==> config.mk <==
export PLATFORM = sky130hd
export DESIGN_NAME = tipi_bus_regs
export DESIGN_NICKNAME = d
export VERILOG_FILES = /design/src/rtl/tipi_pkg.sv /design/src/rtl/tipi_sync.sv /design/src/rtl/tipi_bus_regs.sv
export SDC_FILE = /design/constraint.sdc
export NUM_CORES = 1
export LEC_CHECK = 0
export CAP_MARGIN = 30
export CELL_PAD_IN_SITES_DETAIL_PLACEMENT = 0
export CELL_PAD_IN_SITES_GLOBAL_PLACEMENT = 2
export CORE_MARGIN = 2
export CORE_UTILIZATION = 34
export DETAILED_ROUTE_END_ITERATION = 8
export PLACE_DENSITY = 0.8
export RECOVER_POWER = 50
export SYNTH_ARGS = -nofsm -noshare
export SYNTH_HDL_FRONTEND = slang
export SYNTH_SLANG_ARGS = --single-unit
==> constraint.sdc <==
create_clock -name clk -period 2.5 [get_ports clk]
set_input_delay 0.25 -clock clk [delete_from_list [all_inputs] [get_ports clk]]
set_output_delay 0.25 -clock clk [all_outputs]
set_load 0.1 [all_outputs]
==> src/rtl/tipi_pkg.sv <==
// Shared constants and address helpers for the TIPI expansion-bus register file.
package tipi_pkg;

    localparam logic [15:0] TI_DSR_LO  = 16'h4000;
    localparam logic [15:0] TI_DSR_HI  = 16'h5FEF;
    localparam logic [3:0]  CRU_PREFIX = 4'h1;

    function automatic logic [15:0] reg_addr(input logic [15:0] top, input int idx);
        return top - 16'(2 * idx);
    endfunction

    // Register blocks grow downward in steps of two from their top address.
    function automatic bit map_ok(input int wr_top, input int nwr, input int rd_top, input int nrd);
        int wr_lo;
        int rd_lo;
        wr_lo = wr_top - 2 * (nwr - 1);
        rd_lo = rd_top - 2 * (nrd - 1);
        if (wr_lo <= rd_top && rd_lo <= wr_top)
            return 1'b0;
        if (wr_top >= int'(TI_DSR_LO) && wr_lo <= int'(TI_DSR_HI))
            return 1'b0;
        if (rd_top >= int'(TI_DSR_LO) && rd_lo <= int'(TI_DSR_HI))
            return 1'b0;
        return 1'b1;
    endfunction

endpackage

==> src/rtl/tipi_sync.sv <==
// Multi-flop single-bit synchroniser with a configurable reset (idle) level.
module tipi_sync #(
    parameter int   STAGES  = 2,
    parameter logic RST_VAL = 1'b0
) (
    input  logic clk,
    input  logic rst_n,
    input  logic d,
    output logic q
);

    logic [STAGES-1:0] chain;

    always_ff @(posedge clk or negedge rst_n) begin
        if (!rst_n)
            chain <= {STAGES{RST_VAL}};
        else
            chain <= {chain[STAGES-2:0], d};
    end

    assign q = chain[STAGES-1];

endmodule

==> src/rtl/tipi_bus_regs.sv <==
// TI-99/4A expansion-bus register file: synchronises the TI bus, latches write
// registers, tracks the CRU enable bit and decodes read-side output enables.
module tipi_bus_regs
    import tipi_pkg::*;
#(
    parameter int          NUM_WR      = 2,
    parameter int          NUM_RD      = 2,
    parameter logic [15:0] WR_TOP      = 16'h5FFF,
    parameter logic [15:0] RD_TOP      = 16'h5FFB,
    parameter int          SYNC_STAGES = 2,
    parameter int          REQUIRE_CRU = 1
) (
    input  logic                clk,
    input  logic                rst_n,
    input  logic [0:15]         ti_a,
    input  logic [0:7]          ti_data,
    input  logic                ti_memen,
    input  logic                ti_we,
    input  logic                ti_dbin,
    input  logic                ti_cruclk,
    input  logic                ti_reset,
    input  logic [3:0]          cru_base,
    output logic [8*NUM_WR-1:0] wr_regs,
    output logic [NUM_WR-1:0]   wr_strobe,
    output logic                cru_en,
    output logic                dsr_oe_n,
    output logic [NUM_RD-1:0]   rd_oe_n
);

    if (NUM_WR < 1 || NUM_RD < 1) begin : g_bad_count
        $error("tipi_bus_regs: NUM_WR and NUM_RD must be at least 1");
    end
    if (SYNC_STAGES < 2) begin : g_bad_sync
        $error("tipi_bus_regs: SYNC_STAGES must be at least 2");
    end
    if (!map_ok(int'(WR_TOP), NUM_WR, int'(RD_TOP), NUM_RD)) begin : g_bad_map
        $error("tipi_bus_regs: register ranges overlap each other or the DSR window");
    end

    logic memen_s, we_s, dbin_s, cruclk_s, reset_s;

    tipi_sync #(.STAGES(SYNC_STAGES), .RST_VAL(1'b1)) u_sync_memen
        (.clk(clk), .rst_n(rst_n), .d(ti_memen), .q(memen_s));
    tipi_sync #(.STAGES(SYNC_STAGES), .RST_VAL(1'b1)) u_sync_we
        (.clk(clk), .rst_n(rst_n), .d(ti_we), .q(we_s));
    tipi_sync #(.STAGES(SYNC_STAGES), .RST_VAL(1'b0)) u_sync_dbin
        (.clk(clk), .rst_n(rst_n), .d(ti_dbin), .q(dbin_s));
    tipi_sync #(.STAGES(SYNC_STAGES), .RST_VAL(1'b1)) u_sync_cruclk
        (.clk(clk), .rst_n(rst_n), .d(ti_cruclk), .q(cruclk_s));
    tipi_sync #(.STAGES(SYNC_STAGES), .RST_VAL(1'b1)) u_sync_reset
        (.clk(clk), .rst_n(rst_n), .d(ti_reset), .q(reset_s));

    // Sync stage: address/data delayed to line up with the synchronised controls
    logic [15:0] a_dly [SYNC_STAGES];
    logic [7:0]  d_dly [SYNC_STAGES];
    logic [15:0] a_s, a_p1;
    logic [7:0]  d_s, d_p1;

    always_ff @(posedge clk) begin
        a_dly[0] <= ti_a;
        d_dly[0] <= ti_data;
        for (int k = 1; k < SYNC_STAGES; k++) begin
            a_dly[k] <= a_dly[k-1];
            d_dly[k] <= d_dly[k-1];
        end
        a_p1 <= a_s;
        d_p1 <= d_s;
    end

    assign a_s = a_dly[SYNC_STAGES-1];
    assign d_s = d_dly[SYNC_STAGES-1];

    // Stage p1: previous-cycle controls for edge detection
    logic memen_p1, we_p1, cruclk_p1;

    always_ff @(posedge clk or negedge rst_n) begin
        if (!rst_n) begin
            memen_p1  <= 1'b1;
            we_p1     <= 1'b1;
            cruclk_p1 <= 1'b1;
        end else begin
            memen_p1  <= memen_s;
            we_p1     <= we_s;
            cruclk_p1 <= cruclk_s;
        end
    end

    logic              dec_en, we_rise, cru_hit, dsr_hit;
    logic [NUM_WR-1:0] wr_hit;
    logic [NUM_RD-1:0] rd_hit;

    assign dec_en  = cru_en | (REQUIRE_CRU == 0);
    assign we_rise = ~we_p1 & we_s;

    always_comb begin
        wr_hit  = '0;
        rd_hit  = '0;
        cru_hit = 1'b0;
        dsr_hit = 1'b0;
        for (int i = 0; i < NUM_WR; i++)
            wr_hit[i] = we_rise & ~memen_p1 & dec_en & (a_p1 == reg_addr(WR_TOP, i));
        for (int j = 0; j < NUM_RD; j++)
            rd_hit[j] = ~memen_s & dbin_s & dec_en & (a_s == reg_addr(RD_TOP, j));
        cru_hit = cruclk_p1 & ~cruclk_s & (a_s[15:12] == CRU_PREFIX)
                & (a_s[11:8] == cru_base) & (a_s[7:1] == 7'd0);
        dsr_hit = ~memen_s & dbin_s & cru_en & (a_s >= TI_DSR_LO) & (a_s <= TI_DSR_HI);
    end

    // Output stage: TI reset overrides any same-cycle commit
    always_ff @(posedge clk or negedge rst_n) begin
        if (!rst_n) begin
            wr_regs   <= '0;
            wr_strobe <= '0;
            cru_en    <= 1'b0;
            dsr_oe_n  <= 1'b1;
            rd_oe_n   <= '1;
        end else if (!reset_s) begin
            wr_regs   <= '0;
            wr_strobe <= '0;
            cru_en    <= 1'b0;
            dsr_oe_n  <= 1'b1;
            rd_oe_n   <= '1;
        end else begin
            wr_strobe <= wr_hit;
            for (int i = 0; i < NUM_WR; i++)
                if (wr_hit[i])
                    wr_regs[8*i +: 8] <= d_p1;
            if (cru_hit)
                cru_en <= a_s[0];
            dsr_oe_n <= ~dsr_hit;
            rd_oe_n  <= ~rd_hit;
        end
    end

endmodule

==> results.json, run 1 <==
{
  "gr-total-overflow": 0,
  "fin_setup_tns_ns": 0,
  "finalSetupViolations": 0,
  "row_count": 33,
  "grt_pass1_wl_um": 8240,
  "area_of_the_multi_input_gates_um2": 561,
  "drt-wirelength-per-cell_um": 13.7,
  "ios": 57,
  "worst_skew_pair.late_latency_ns": 0.35,
  "cap_viol_max_count": 0,
  "post_route_cells_drive_above_1_share": 0.228,
  "worst_setup_hold_path_clk_slew_ns": 0.10,
  "number_of_sinks_driven_by_the_clock_tree": 107,
  "drt_first_pass_iters": 4,
  "synth_nets": 235,
  "syn-instance-count": 200,
  "critPathArrivalTime_ns": 2.04,
  "core_area_mm2": 0.00830,
  "gpl.final_weighted_congestion": 0.771,
  "hpwl_after_dpl_um": 3470,
  "ys.flop_type": "dfxtp_1",
  "route.vias.total": 1635,
  "ys_async_sr_fraction": 0.327,
  "timing.critical_path.from_type": "flip-flop",
  "rsz_0062_raised_after_global_routing": "no",
  "worst-endpoint-required_ns": 2.72,
  "netlist.area_leader.share": 0.488,
  "post_cts_resize_count": 0,
  "tightestPinTransition_ns": 0.490,
  "finalWirelength_um": 5080,
  "post_synth_instance_area_mm2": 0.00295,
  "final_area_mm2": 0.00376,
  "initial_cell_density_of_the_core": 0.356,
  "cts_tree": "yes",
  "final_min_period_over_clock_period": 0.731,
  "ir_drop_worst_case_vdd_v": 0.000330,
  "syn_avg_cell_area_um2": 14.8,
  "worst_setup_path_category": "flip-flop to flip-flop",
  "layout-area-overhead-vs-synth_pct": 27.4,
  "finish.net_count": 297,
  "insertedDiodeCount": 0,
  "synth.distinct_cells": 32,
  "drc_errors": 0,
  "yosys-top-cells-area": "dfxtp_1 (49%), dfrtp_1 (18%), dfstp_2 (12%), nand4_1 (2.8%), a21oi_1 (2.5%)",
  "post_drt_via_cell_ratio": 4.40,
  "critical_path.max_fanout": 17,
  "detailedRoute.firstIterationViolations": 122,
  "die_x_extent_um": 97.2,
  "grt_antenna_before_repair": 0,
  "die-area_mm2": 0.00945,
  "area_occupied_by_registers_mm2": 0.00233,
  "status": "completed",
  "yosysWarnings": 0,
  "worst_clock_skew_ns": 0.00790,
  "layout_min_cycle_time_ns": 1.83,
  "power_w": 0.00295,
  "number_of_global_route_vias_before_repair": 1600,
  "postPlaceCellArea_mm2": 0.00356,
  "hold_path.class": "primary input to asynchronous set/reset pin",
  "die_height_um": 97.2,
  "cts.root.buffer_cell": "clkbuf_8",
  "cts.path.max_buffers": 2,
  "synth_top_area_cell": "dfxtp_1",
  "max_slew_margin": 0.671,
  "post_cts_setup_buffer_count": 0,
  "ctsHoldBuffers": 0,
  "power_per_cell_area_mw_per_mm2": 783,
  "grt_start_max_net_pins": 36,
  "numCtsBuffers": 9,
  "number_of_synthesized_register_bits": 107,
  "cts-htree-levels": 3,
  "ant_nets": 0,
  "io_buffer_count": 56,
  "synth.yosys.seq_area_share": 0.791,
  "fillCellCount": 752,
  "max_freq_ghz": 0.548,
  "critPathCaptureType": "flip-flop",
  "power.static_leakage_nw": 1.51,
  "timing_hold_violations_final": 0,
  "synth-edff-count": 0,
  "final-max-slew-violation-count": 0,
  "globalRouteTotalUtil": 0.113
}
==> worst paths after layout <==
| check | to | from | slack, ns | depth (start not counted) |
|---|---|---|---|---|
| min reg2reg | d_p1[0] | d_dly[1][0] | 0.32 | 0 |
| min | wr_regs[4] | rst_n | 0.30 | 2 |
| max | wr_regs[10] | u_sync_we.chain[1] | 0.67 | 4 |
| max reg2reg | wr_regs[10] | u_sync_we.chain[1] | 0.67 | 4 |
| max in group asynchronous | cruclk_p1 | rst_n | 1.85 | 2 |
| min in group clk | d_p1[0] | d_dly[1][0] | 0.32 | 0 |
==> cell families after synthesis <==
kind of cell / count (synthesis) / share of synthesized area
AOI/OAI and AO/OA: 34 / 0.0720
DFF: 107 / 0.791
and+or+nand+nor: 46 / 0.106
xor gates and xnor gates: 4 / 0.0119
buffers and inverters: 9 / 0.0195
==> flip-flops by register name, summed over array words and instances, names as in the netlist <==
name	cells
cru_en	1
u_sync_reset.chain	2
we_p1	1
d_p1	8
rd_oe_n	2
u_sync_cruclk.chain	2
dsr_oe_n	1
u_sync_dbin.chain	2
cruclk_p1	1
wr_strobe	2
u_sync_we.chain	2
u_sync_memen.chain	2
d_dly	16
a_p1	16
wr_regs	16
memen_p1	1
a_dly	32
==> synth_stat cells, drive strengths merged, types with 2 or more instances <==
library cell,instances
a21oi,16
and3,2
buf,4
clkbuf,4
dfrtp,21
dfstp,14
dfxtp,72
nand2,5
nand3,10
nand4,13
nand4b,2
nand4bb,2
nor4,3
nor4b,2
o21ai,8
o31ai,9
or4,2
xnor2,4
==> layout by cell type, fill, tap and decap left out, types with 2 or more instances in the layout <==
cell             count
nand4b_1             2
dlygate4sd3_1       29
dfxtp_1             72
a21oi_1             15
nand4bb_1            2
nor4_2               2
nand2_1              5
o21ai_0              8
or4_4                2
nand3_1              9
and3_1               2
clkdlybuf4s50_1      5
nand4_1             13
buf_4               25
o31ai_1              8
clkbuf_8            10
dfstp_2             14
nor4b_1              2
dfrtp_1             21
xnor2_1              4
==> worst max-delay path, cell delays in order, from the launching register on <==
cell and delay, ns:
dfstp_2 0.55, nand4bb_1 0.15, or4_4 0.64, o31ai_1 0.27
a21oi_1 0.09
==> report_power, final <==
group          total (W)  leakage [nW]  switching [W]  internal (W)
clock network    0.00104         0.101       0.000538      0.000498
registers        0.00182          1.04      0.0000322       0.00179
logic          0.0000871         0.363      0.0000374     0.0000496
total            0.00295          1.51       0.000608       0.00234
==> cell type report <==
cell class	instances	share of cell area
Clock buffer	11	0.0376
Clock inverter	5	0.0166
Inverter	1	0.000998
Multi-Input combinational cell	84	0.149
Sequential cell	107	0.621
Tap cell	105	0.0349
Timing Repair Buffer	59	0.140
==> routing by layer <==
layer | track usage | wire [µm] | up-vias
met5 | 0 | 0 | -
met1 | 0.157 | 2540 | 754
met4 | 0.0585 | 62 | 0
met3 | 0.0288 | 209 | 4
met2 | 0.162 | 2260 | 40
li1 | - | - | 837
==> through the flow <==
step                hold WS, ns  worst slack (ns)  utilization  cells
floorplan               -0.0456             0.201            -    200
global placement          0.312             0.742        0.429    356
detailed placement        0.312             0.687        0.429    356
CTS                       0.290             0.668        0.453    372
global route              0.333             0.537        0.453    372
finish                    0.304             0.674        0.453    372
Power figures use the tool's default switching activity.
==> run 2: changes to the inputs <==
--- a/config.mk
+++ b/config.mk
@@ -9,9 +9,9 @@
 export CELL_PAD_IN_SITES_DETAIL_PLACEMENT = 0
 export CELL_PAD_IN_SITES_GLOBAL_PLACEMENT = 2
 export CORE_MARGIN = 2
-export CORE_UTILIZATION = 34
+export CORE_UTILIZATION = 31
 export DETAILED_ROUTE_END_ITERATION = 8
-export PLACE_DENSITY = 0.8
+export PLACE_DENSITY = 0.77
 export RECOVER_POWER = 50
 export SYNTH_ARGS = -nofsm -noshare
 export SYNTH_HDL_FRONTEND = slang
==> constraint.sdc (replaced) <==
create_clock -name clk -period 1.66 [get_ports clk]
set_input_delay 0.166 -clock clk [delete_from_list [all_inputs] [get_ports clk]]
set_output_delay 0.166 -clock clk [all_outputs]
set_load 0.1 [all_outputs]
==> results.json, run 2 (synthesized netlist as in run 1, its figures left out) <==
{
  "cts_tree": "yes",
  "die_x_extent_um": 102,
  "critical_path.n_buffers_inverters": 0,
  "register_name_with_the_most_flops": "a_dly",
  "die_height_um": 102,
  "postLayoutSetupSlackWorst_ns": -0.0794,
  "critical_path.max_fanout": 5,
  "grt.met1_usage": 0.154,
  "layout-area-overhead-vs-synth_pct": 44.1,
  "route.vias.total": 1772,
  "grt.met2_usage": 0.174,
  "core_area_mm2": 0.00924,
  "ctsHoldBuffers": 0,
  "grt_antenna_before_repair": 0,
  "tightestPinTransition_ns": 0.455,
  "switching_power_w": 0.000935,
  "worst_skew_pair.late_latency_ns": 0.36,
  "worst-endpoint-required_ns": 1.90,
  "grt_start_max_net_pins": 36,
  "timing_hold_violations_final": 0,
  "power_frac_clock": 0.369,
  "finish.net_count": 308,
  "layout_min_cycle_time_ns": 1.74,
  "initial_cell_density_of_the_core": 0.320,
  "gpl.final_weighted_congestion": 0.766,
  "cp_slowest_stage_delay_ns": 0.57,
  "drt-wirelength-per-cell_um": 14.4,
  "hpwl_after_dpl_um": 3660,
  "number_of_global_route_vias_before_repair": 1827,
  "fillCellCount": 830,
  "gr-total-overflow": 0,
  "post_drt_via_cell_ratio": 4.35,
  "cap_viol_max_count": 0,
  "final_min_period_over_clock_period": 1.05,
  "worst_setup_path_category": "flip-flop to flip-flop",
  "critical_path.slowest_cell": "dfstp_2",
  "cell_chain_of_the_critical_path": "nand4bb_4 -> or4_4 -> o31ai_1 -> a21oi_1",
  "violations": "negative setup slack",
  "critical-path-top-delay-family": "simple AND/OR/NAND/NOR gates",
  "globalRouteTotalUtil": 0.118,
  "final_util": 0.460,
  "final_area_mm2": 0.00425,
  "power_per_cell_area_mw_per_mm2": 1080,
  "max_slew_margin": 0.697,
  "worst_clock_skew_ns": 0.0132,
  "row_count": 35,
  "critPathCaptureType": "flip-flop",
  "die-area_mm2": 0.0103,
  "number_of_sinks_driven_by_the_clock_tree": 107,
  "cts.root.buffer_cell": "clkbuf_8",
  "critPathArrivalTime_ns": 1.98,
  "max_freq_ghz": 0.575,
  "final-max-slew-violation-count": 0,
  "grt_pass1_wl_um": 9110,
  "timing.critical_path.from_type": "flip-flop",
  "ant_nets": 0,
  "detailedPlace.worstSlack_ns": -0.131,
  "finish.cell_count_without_fillers": 407,
  "power.static_leakage_nw": 1.66,
  "insertedDiodeCount": 0,
  "ir_drop_worst_case_vdd_v": 0.000409,
  "power.switching_fraction": 0.203,
  "detailedRoute.firstIterationViolations": 86,
  "ios": 57,
  "power.internal_w": 0.00367,
  "drc_errors": 0,
  "finalSetupViolations": 3,
  "power.combinational.fraction": 0.033,
  "cts-htree-levels": 3,
  "layout_commonest_cell": "dfxtp_1",
  "io_buffer_count": 56,
  "busiest_layer": "met2",
  "post_route_cells_drive_above_1_share": 0.281,
  "worst_setup_hold_path_clk_slew_ns": 0.10,
  "hold_path.class": "primary input to asynchronous set/reset pin",
  "drt_first_pass_iters": 4,
  "numCtsBuffers": 9,
  "status": "finished with violations",
  "place_inst": 385,
  "largest_register_ffs": 32,
  "grt_util_met3": 0.0276,
  "cts.path.max_buffers": 2,
  "postPlaceCellArea_mm2": 0.00391,
  "commonest_non_fill_non_tap_cells_in_the_layout": "dfxtp_1 (72), dlygate4sd3_1 (29), buf_12 (22)",
  "fin_setup_tns_ns": -0.0820,
  "seqPwrFrac": 0.598,
  "finalWirelength_um": 5850,
  "rsz_0062_raised_after_global_routing": "yes"
}
## run 2: changes by cell type in the layout (fill, tap and decap cells not counted), moves of 4 or more
cell / previous run / this run
o21ai_0: 8 / 0
o21ai_1: 0 / 8
o31ai_1: 8 / 4
buf_4: 25 / 11
o31ai_2: 0 / 4
buf_12: 0 / 22
## run 2: power by group through the flow
| stage | logic (W) | clock network [W] | registers, W |
|---|---|---|---|
| after floorplan | 0.0000396 | 0 | 0.00279 |
| after CTS | 0.000162 | 0.00174 | 0.00275 |
| final | 0.000152 | 0.00170 | 0.00275 |
| after global placement | 0.000155 | 0 | 0.00280 |
| after detailed placement | 0.000156 | 0 | 0.00280 |
| after global routing | 0.000165 | 0.00183 | 0.00277 |
## run 2: worst paths after layout
kind,start,to,slack (ns),cells after the start
max in group asynchronous,rst_n,cru_en,1.08,2
min,rst_n,wr_regs[6],0.21,2
min in group clk,d_dly[1][1],d_p1[1],0.33,0
max,u_sync_we.chain[1],wr_regs[11],-0.08,4
min reg2reg,d_dly[1][1],d_p1[1],0.33,0
max reg2reg,u_sync_we.chain[1],wr_regs[11],-0.08,4
## run 2: per-layer routing
metal | vias up | part of all wire
li1 | 863 | -
met1 | 833 | 0.46
met2 | 64 | 0.46
met3 | 12 | 0.050
met4 | 0 | 0.029
met5 | - | 0
## run 2: final cells by class
type                       instances  area, µm²  share of cell area
sequential                       107       2340               0.550
timing repair buffer              68        875               0.206
multi-input combinational         86        653               0.154
clock buffer                      14        184              0.0432
tap                              129        161              0.0379
clock inverter                     2       38.8             0.00912
inverter                           1       3.75            0.000882
## run 2: through the flow
stage | hold WS, ns | total power, W
3_5_place_dp | 0.312 | 0.00296
3_3_place_gp | 0.310 | 0.00296
4_1_cts | 0.196 | 0.00465
5_1_grt | 0.243 | 0.00476
6_report | 0.208 | 0.00460
2_1_floorplan | -0.130 | 0.00282
## run 2: timing repair
item                                    CTS  global route
cloned                                    2             1
gates resized for setup                   6            18
setup buffers                             0             3
pin swaps                                 1             2
endpoints found under the setup margin   17            18
